$ cat src/rtl/lector_glifo.sv
// lector_glifo: reads one glyph from the font ROM and streams it byte by byte.
// The glyph base address comes from the BCD digit decoder. A base of 0 marks an
// invalid digit: the glyph is then emitted blank, as all 0x00 bytes.
// Optional build macro: LECTOR_GLIFO_ROM_LAT2_EN adds an ESPERA state for a
// font ROM with a 2-cycle read latency. The port list is the same in both builds.
module lector_glifo #(
    parameter int BYTES_GLIFO = 48,
    parameter int ANCHO_DIR   = 11,
    parameter int ANCHO_DATO  = 8
) (
    input  logic                  clk,
    input  logic                  reset,
    input  logic                  inicio,
    input  logic [ANCHO_DIR-1:0]  direccion,
    output logic [ANCHO_DIR-1:0]  rom_dir,
    input  logic [ANCHO_DATO-1:0] rom_dato,
    output logic [ANCHO_DATO-1:0] byte_out,
    output logic                  byte_valido,
    input  logic                  byte_listo,
    output logic [5:0]            indice,
    output logic                  ocupado,
    output logic                  fin,
    output logic                  invalido
);

    typedef enum logic [2:0] {
        IDLE   = 3'd0,
        DIR    = 3'd1,
        ESPERA = 3'd2,
        CAPT   = 3'd3,
        EMITE  = 3'd4,
        FIN    = 3'd5
    } estado_t;

    estado_t                 estado_q;
    logic [ANCHO_DIR-1:0]    base_q;
    logic [5:0]              cnt_q;
    logic                    blanco_q;
    logic [ANCHO_DIR-1:0]    rom_dir_q;
    logic [ANCHO_DATO-1:0]   byte_out_q;
    logic                    valido_q;
    logic [5:0]              indice_q;
    logic                    ocupado_q;
    logic                    fin_q;
    logic                    invalido_q;

    logic [5:0]              cnt_sig_d;
    logic [ANCHO_DIR-1:0]    dir_sig_d;
    logic                    ultimo_s;
    logic                    dir_cero_s;

    // Next byte index and its ROM address. The address wraps modulo 2^ANCHO_DIR.
    assign cnt_sig_d  = cnt_q + 6'd1;
    assign dir_sig_d  = base_q + ANCHO_DIR'(cnt_sig_d);
    assign ultimo_s   = (cnt_q == 6'(BYTES_GLIFO - 1));
    assign dir_cero_s = (direccion == {ANCHO_DIR{1'b0}});

    // Glyph walker FSM. It drives every output from a register.
    always_ff @(posedge clk) begin
        if (!reset) begin
            estado_q   <= IDLE;
            base_q     <= {ANCHO_DIR{1'b0}};
            cnt_q      <= 6'd0;
            blanco_q   <= 1'b0;
            rom_dir_q  <= {ANCHO_DIR{1'b0}};
            byte_out_q <= {ANCHO_DATO{1'b0}};
            valido_q   <= 1'b0;
            indice_q   <= 6'd0;
            ocupado_q  <= 1'b0;
            fin_q      <= 1'b0;
            invalido_q <= 1'b0;
        end else begin
            fin_q <= 1'b0;
            case (estado_q)
                IDLE: begin
                    if (inicio) begin
                        base_q     <= direccion;
                        cnt_q      <= 6'd0;
                        rom_dir_q  <= direccion;
                        blanco_q   <= dir_cero_s;
                        invalido_q <= dir_cero_s;
                        ocupado_q  <= 1'b1;
                        estado_q   <= DIR;
                    end else begin
                        estado_q <= IDLE;
                    end
                end
                DIR: begin
`ifdef LECTOR_GLIFO_ROM_LAT2_EN
                    estado_q <= ESPERA;
`else
                    estado_q <= CAPT;
`endif
                end
                ESPERA: begin
                    estado_q <= CAPT;
                end
                CAPT: begin
                    byte_out_q <= blanco_q ? {ANCHO_DATO{1'b0}} : rom_dato;
                    valido_q   <= 1'b1;
                    indice_q   <= cnt_q;
                    estado_q   <= EMITE;
                end
                EMITE: begin
                    if (byte_listo) begin
                        valido_q <= 1'b0;
                        if (ultimo_s) begin
                            fin_q    <= 1'b1;
                            estado_q <= FIN;
                        end else begin
                            cnt_q     <= cnt_sig_d;
                            rom_dir_q <= dir_sig_d;
                            estado_q  <= DIR;
                        end
                    end else begin
                        estado_q <= EMITE;
                    end
                end
                FIN: begin
                    ocupado_q <= 1'b0;
                    estado_q  <= IDLE;
                end
                default: begin
                    valido_q  <= 1'b0;
                    ocupado_q <= 1'b0;
                    estado_q  <= IDLE;
                end
            endcase
        end
    end

    assign rom_dir     = rom_dir_q;
    assign byte_out    = byte_out_q;
    assign byte_valido = valido_q;
    assign indice      = indice_q;
    assign ocupado     = ocupado_q;
    assign fin         = fin_q;
    assign invalido    = invalido_q;

endmodule

$ cat config.mk
export PLATFORM = sky130hd
export DESIGN_NAME = lector_glifo
export DESIGN_NICKNAME = d
export VERILOG_FILES = /design/src/rtl/lector_glifo.sv
export SDC_FILE = /design/constraint.sdc
export NUM_CORES = 1
export LEC_CHECK = 0
export ABC_AREA = 1
export CORE_ASPECT_RATIO = 0.7
export CORE_MARGIN = 2
export CORE_UTILIZATION = 25
export DETAILED_ROUTE_END_ITERATION = 10
export PLACE_DENSITY = 0.44
export SKIP_CTS_REPAIR_TIMING = 1
export SYNTH_ARGS = -nofsm -noshare
export SYNTH_HDL_FRONTEND = slang
export SYNTH_SLANG_ARGS = --single-unit
$ cat constraint.sdc
create_clock -name clk -period 2.1 [get_ports clk]
set_input_delay 0.315 -clock clk [delete_from_list [all_inputs] [get_ports clk]]
set_output_delay 0.315 -clock clk [all_outputs]
set_load 0.03 [all_outputs]
Word level (Yosys, flattened, before mapping)

Index checks and enable logic that the tools add are counted.

Div/mod/pow operators: 0
Reductions and logical operators: 11
Shifts and indexed selects: 0
Eq/ne operators: 9
Bitwise logic cells: 2
Multiplexer cells: 18
$add $sub $neg: 2
Multipliers: 0
Magnitude comparators: 0

Operators by type and width:

| cell                  | count |
|---|---|
| $mux W11              | 3 |
| $pmux W11 S2          | 1 |
| $mux W6               | 3 |
| $pmux W3 S4           | 1 |
| $pmux W6 S2           | 1 |
| $add A11 B6 Y11       | 1 |
| $logic_not A11 Y1     | 1 |
| $mux W8               | 1 |
| $reduce_or A4 Y1      | 2 |
| $add A6 B1 Y6 const B | 1 |
| $eq A3 B2 Y1 const B  | 2 |
| $eq A3 B3 Y1 const B  | 2 |
| $eq A6 B6 Y1 const B  | 1 |
| $mux W3               | 2 |
| $ne A2 B2 Y1 const B  | 3 |
| $reduce_and A2 Y1     | 3 |
| $mux W1               | 4 |
| $reduce_and A4 Y1     | 1 |
| $eq A3 B1 Y1 const B  | 1 |
| $logic_not A3 Y1      | 1 |
| $pmux W1 S3           | 1 |
| $reduce_and A3 Y1     | 1 |
| $not A1 Y1            | 2 |
| $pmux W1 S2           | 1 |
| 2 further kinds       | 2 |

Output and inout bits: 29
Bits in latches: 0
Logic and storage cells: 52
Bits of input ports: 23
RAM bits: 0
Bits in registers: 49
Memories kept: 0
Bits in read-only memories: 0

Longest topological paths before layout

Word-level depth: 5
Gate-level depth with buffers: 15
Depth with buffers taken out: 15

Least setup slack after synthesis

No wires, ideal clock.

Path kind: register to register
Start: register cnt_q[2]
End: register rom_dir_q[6] (netlist: rom_dir[6])
Stages on the path, launching flop included: 11
Arrival time: 1.828 ns
Setup slack: 0.154 ns
Path buffers: 0
Data required time: 1.982 ns
Library setup time: 0.118 ns
Clock period less this slack: 1.946 ns
Cell sequence: dfxtp_1 > nand3_1 > nor2_1 > nand2_1 > xor2_1 > ha_1 > a21oi_1 > o21ai_0 > or2_2 > nand3_1 > a21oi_1

Word-level cells in the longest chain between the ends: 5
Elaborated cells on any way between the ends: 8
Those cells by class: add/sub: 2; eq/ne: 2; mux: 3; reduce/logical: 1

Ends and longest elaborated chain:

| element                  | RTL line | source |
|---|---|---|
| start: declaration       | 37       | `logic [5:0] cnt_q;` |
| start signal: assignment | 111      | `cnt_q <= cnt_sig_d;` |
| $add A6 B1 Y6            | 53       | `assign cnt_sig_d = cnt_q + 6'd1;` |
| $add A11 B6 Y11          | 54       | `assign dir_sig_d = base_q + ANCHO_DIR'(cnt_sig_d);` |
| $mux W11                 | 107      | `if (ultimo_s) begin` |
| $mux W11                 | 105      | `if (byte_listo) begin` |
| $pmux W11 S2             | 74       | `case (estado_q)` |
| end signal: assignment   | 65       | `rom_dir_q <= {ANCHO_DIR{1'b0}};` |
| end signal: assignment   | 79       | `rom_dir_q <= direccion;` |
| end signal: assignment   | 112      | `rom_dir_q <= dir_sig_d;` |
| end: declaration         | 39       | `logic [ANCHO_DIR-1:0] rom_dir_q;` |

Parallel ways exist; a longest one is shown, timed or not. The select of a mux whose other input is x is not followed.
A chain may end at the register's enable or synchronous reset.

Final worst setup path

Start: register cnt_q[0]
End: register rom_dir_q[10] (netlist: rom_dir[10])

Same word-level chain as after synthesis.

==> reports/results.txt <==
Reg2Reg Depth -> 13
maximum clock path buffer count -> 2
I/O Pins -> 52
Critical Path End -> rom_dir[10]
mean area per synthesized cell -> 7.332 um^2
number of global-route vias before repair -> 2261
share of power burned in registers -> 39.9%
Final WS setup -> 0.07182 ns
sequential share of the synthesized area -> 40.79%
pins over their slew limit -> 0
CTS root buf -> clkbuf_16
Crit path required time -> 2.33 ns
Filler cells -> 981
Routability Congestion -> 0.8630
Die Height -> 86.06 um
Worst Tran Pin Value -> 0.4341 ns
Starting DRT DRC Count -> 119
worst min-delay path class -> reg -> reg
Starting Density -> 26.09%
port bufs -> 51
Pwr per Cell Area -> 843.5 nW/um^2
number of nets with antenna violations after detailed routing -> 0
fin cells -> 515
Setup Viol. Count Final -> 0
row cnt -> 29
Ys Warns -> 0
via count -> 2367
share of layout cells above drive strength 1 -> 14.83%
outcome -> finished, final reports clean
# H-tree levels -> 2
total track usage -> 14.93%
Clock Latency Late Sink -> 0.29 ns
pre-CTS setup slack -> -0.009122 ns
internal power -> 1.871 mW
Yosys cell types -> 34
clock share of power -> 28.8%
Clock Pin Slew Worst Setup and Hold Paths -> 0.07 ns
Comb power frac -> 31.3%
synthesized instance count -> 328
Core Region -> 9216 um^2
VDD IR max -> 0.3499 mV
final net count -> 423
post-DR wirelength/cell -> 14.57 um
DR vias/cell -> 4.596
DIE AREA -> 10430 um^2
synthesized cell area -> 2405 um^2
fin crit share -> 96.58%
CP startpoint kind -> flip-flop
largest net degree at the start of global routing -> 32
Worst R2R End -> rom_dir[10]
total grt overflow -> 0
worst clock skew -> 0.005888 ns
Reg2Reg Launch Point -> cnt_q[0]
critical path type -> reg -> reg
CP endpoint kind -> flip-flop
CTS Buf Count -> 5
Tmin final -> 2.028 ns
Syn-to-layout area delta -> 40.58%
final wirelength -> 7502 um
r2r setup slk -> 0.07 ns
Max-slew headroom -> 71.03%
Final Hold Viols -> 0
antenna diode count -> 0
CTS tree -> done
DRT Pass-1 Iters -> 4
DIE WIDTH -> 121.2 um
Async SR Flop Fraction -> 0%
antenna violations before repair -> 0
Post-synth EDFFs -> 0
Crit Path Max Fanout -> 4
Synthesized Nets -> 360
Sw Share -> 34.38%
CP startpoint -> cnt_q[0]
first-pass GRT wire length -> 11900 um
Synth Register Bits -> 49
RSZ-0062 raised after global routing -> yes
WP data arrival -> 2.25 ns
ys flop type -> dfxtp_1
# DRC -> 0
fmax -> 493.1 MHz
DP HPWL -> 5503 um
Leakage Power -> 1.340 nW
CTS sink count -> 49
Inst Count DP -> 506
net switching power -> 0.9804 mW
max-cap viol count -> 0
-- cell usage in the layout (no fill, tap or decap), types with 3 or more instances in the layout --
master,count
inv_1,20
buf_4,17
a21oi_1,35
ha_4,3
nand2_2,4
dfxtp_1,47
o21ai_0,27
xor2_1,3
inv_2,3
o21ai_1,4
ha_1,5
nand2_1,61
nand3_2,4
a31oi_1,3
nand3_1,28
clkdlybuf4s50_1,51
clkbuf_16,5
nor2_1,39
-- Yosys cell counts (3+ instances only) --
master	number	area share, %
nand2_1	63	9.8
dfxtp_1	49	41
nor2_1	40	6.2
a21oi_1	37	7.7
nand3_1	30	6.2
o21ai_0	29	6.0
inv_1	20	3.1
ha_1	8	4.2
clkbuf_1	7	1.1
xor2_1	5	1.8
a31oi_1	3	0.78
buf_2	3	0.62
inv_2	3	0.47
o21ai_1	3	0.62
-- power groups by stage --
stage / Clock, mW / Sequential (mW) / Combinational, mW
floorplan: 0 / 1.26 / 0.419
global placement: 0 / 1.15 / 0.867
detailed placement: 0 / 1.15 / 0.866
CTS: 0.838 / 1.13 / 0.871
global route: 0.884 / 1.16 / 0.984
finish: 0.821 / 1.14 / 0.892
-- flip-flops by register name (all words and copies together), names as in the netlist --
register     cells
base_q          11
byte_out         8
byte_valido      1
cnt_q            6
estado_q         3
fin              1
indice           6
invalido         1
ocupado          1
rom_dir         11
-- worst min path at each step --
stage,start,end,slack (ns),cells past startpoint
after detailed placement,byte_out[2],byte_out[2],0.46,2
after global routing,byte_out[7],byte_out[7],0.49,2
final,byte_out[2],byte_out[2],0.47,2
after global placement,byte_out[6],byte_out[6],0.45,2
after CTS,byte_out[2],byte_out[2],0.47,2
after floorplan,byte_listo,fin,0.43,2
-- cell families after synthesis --
family | Yosys count | synth area share [%]
compound gates | 77 | 17.17
fa+ha+maj | 9 | 4.995
flops | 49 | 40.79
xor+xnor | 7 | 2.549
simple gates | 149 | 27.84
buf+inv | 37 | 6.660
-- layout make-up --
cell class | count | area, um^2 | area share, %
Multi-Input combinational cell | 242 | 1360 | 40.23
Sequential cell | 49 | 988.4 | 29.24
Timing Repair Buffer | 68 | 638.1 | 18.87
Tap cell | 124 | 155.1 | 4.589
Clock buffer | 7 | 142.6 | 4.219
Inverter | 25 | 96.34 | 2.850
-- per-layer routing --
layer,vias to the layer above,GRT usage (%),routed length [um]
met5,-,0,0
met4,0,3.866,64
met3,7,3.989,378
met2,60,20.07,2866
met1,1083,23.03,4192
li1,1217,-,-
-- critical path, cell delays in order (launching register included) --
cell and delay [ns]:
dfxtp_4 0.38, ha_4 0.15, nand3_2 0.11, xnor2_2 0.16, buf_4 0.15, ha_4 0.26, nand2_2 0.07, nor3_2 0.20
nand3_1 0.13, nand2_1 0.08, nand2_1 0.04, nand3_1 0.05, nand2_1 0.05, a21oi_1 0.12
-- stage by stage --
stage	instance area [um^2]	hold slack [ns]	power (mW)	utilization [%]	setup TNS, ns
after CTS	3262	0.4697	2.842	35.39	-0.1030
after global routing	3381	0.4944	3.026	36.68	-0.02258
final	3381	0.4674	2.852	36.68	0
after global placement	3119	0.4532	2.020	33.84	-0.006738
after floorplan	2405	0.4272	1.679	-	0
after detailed placement	3119	0.4598	2.019	33.84	-0.02374
Note: power is estimated with default switching activity, not from simulation.
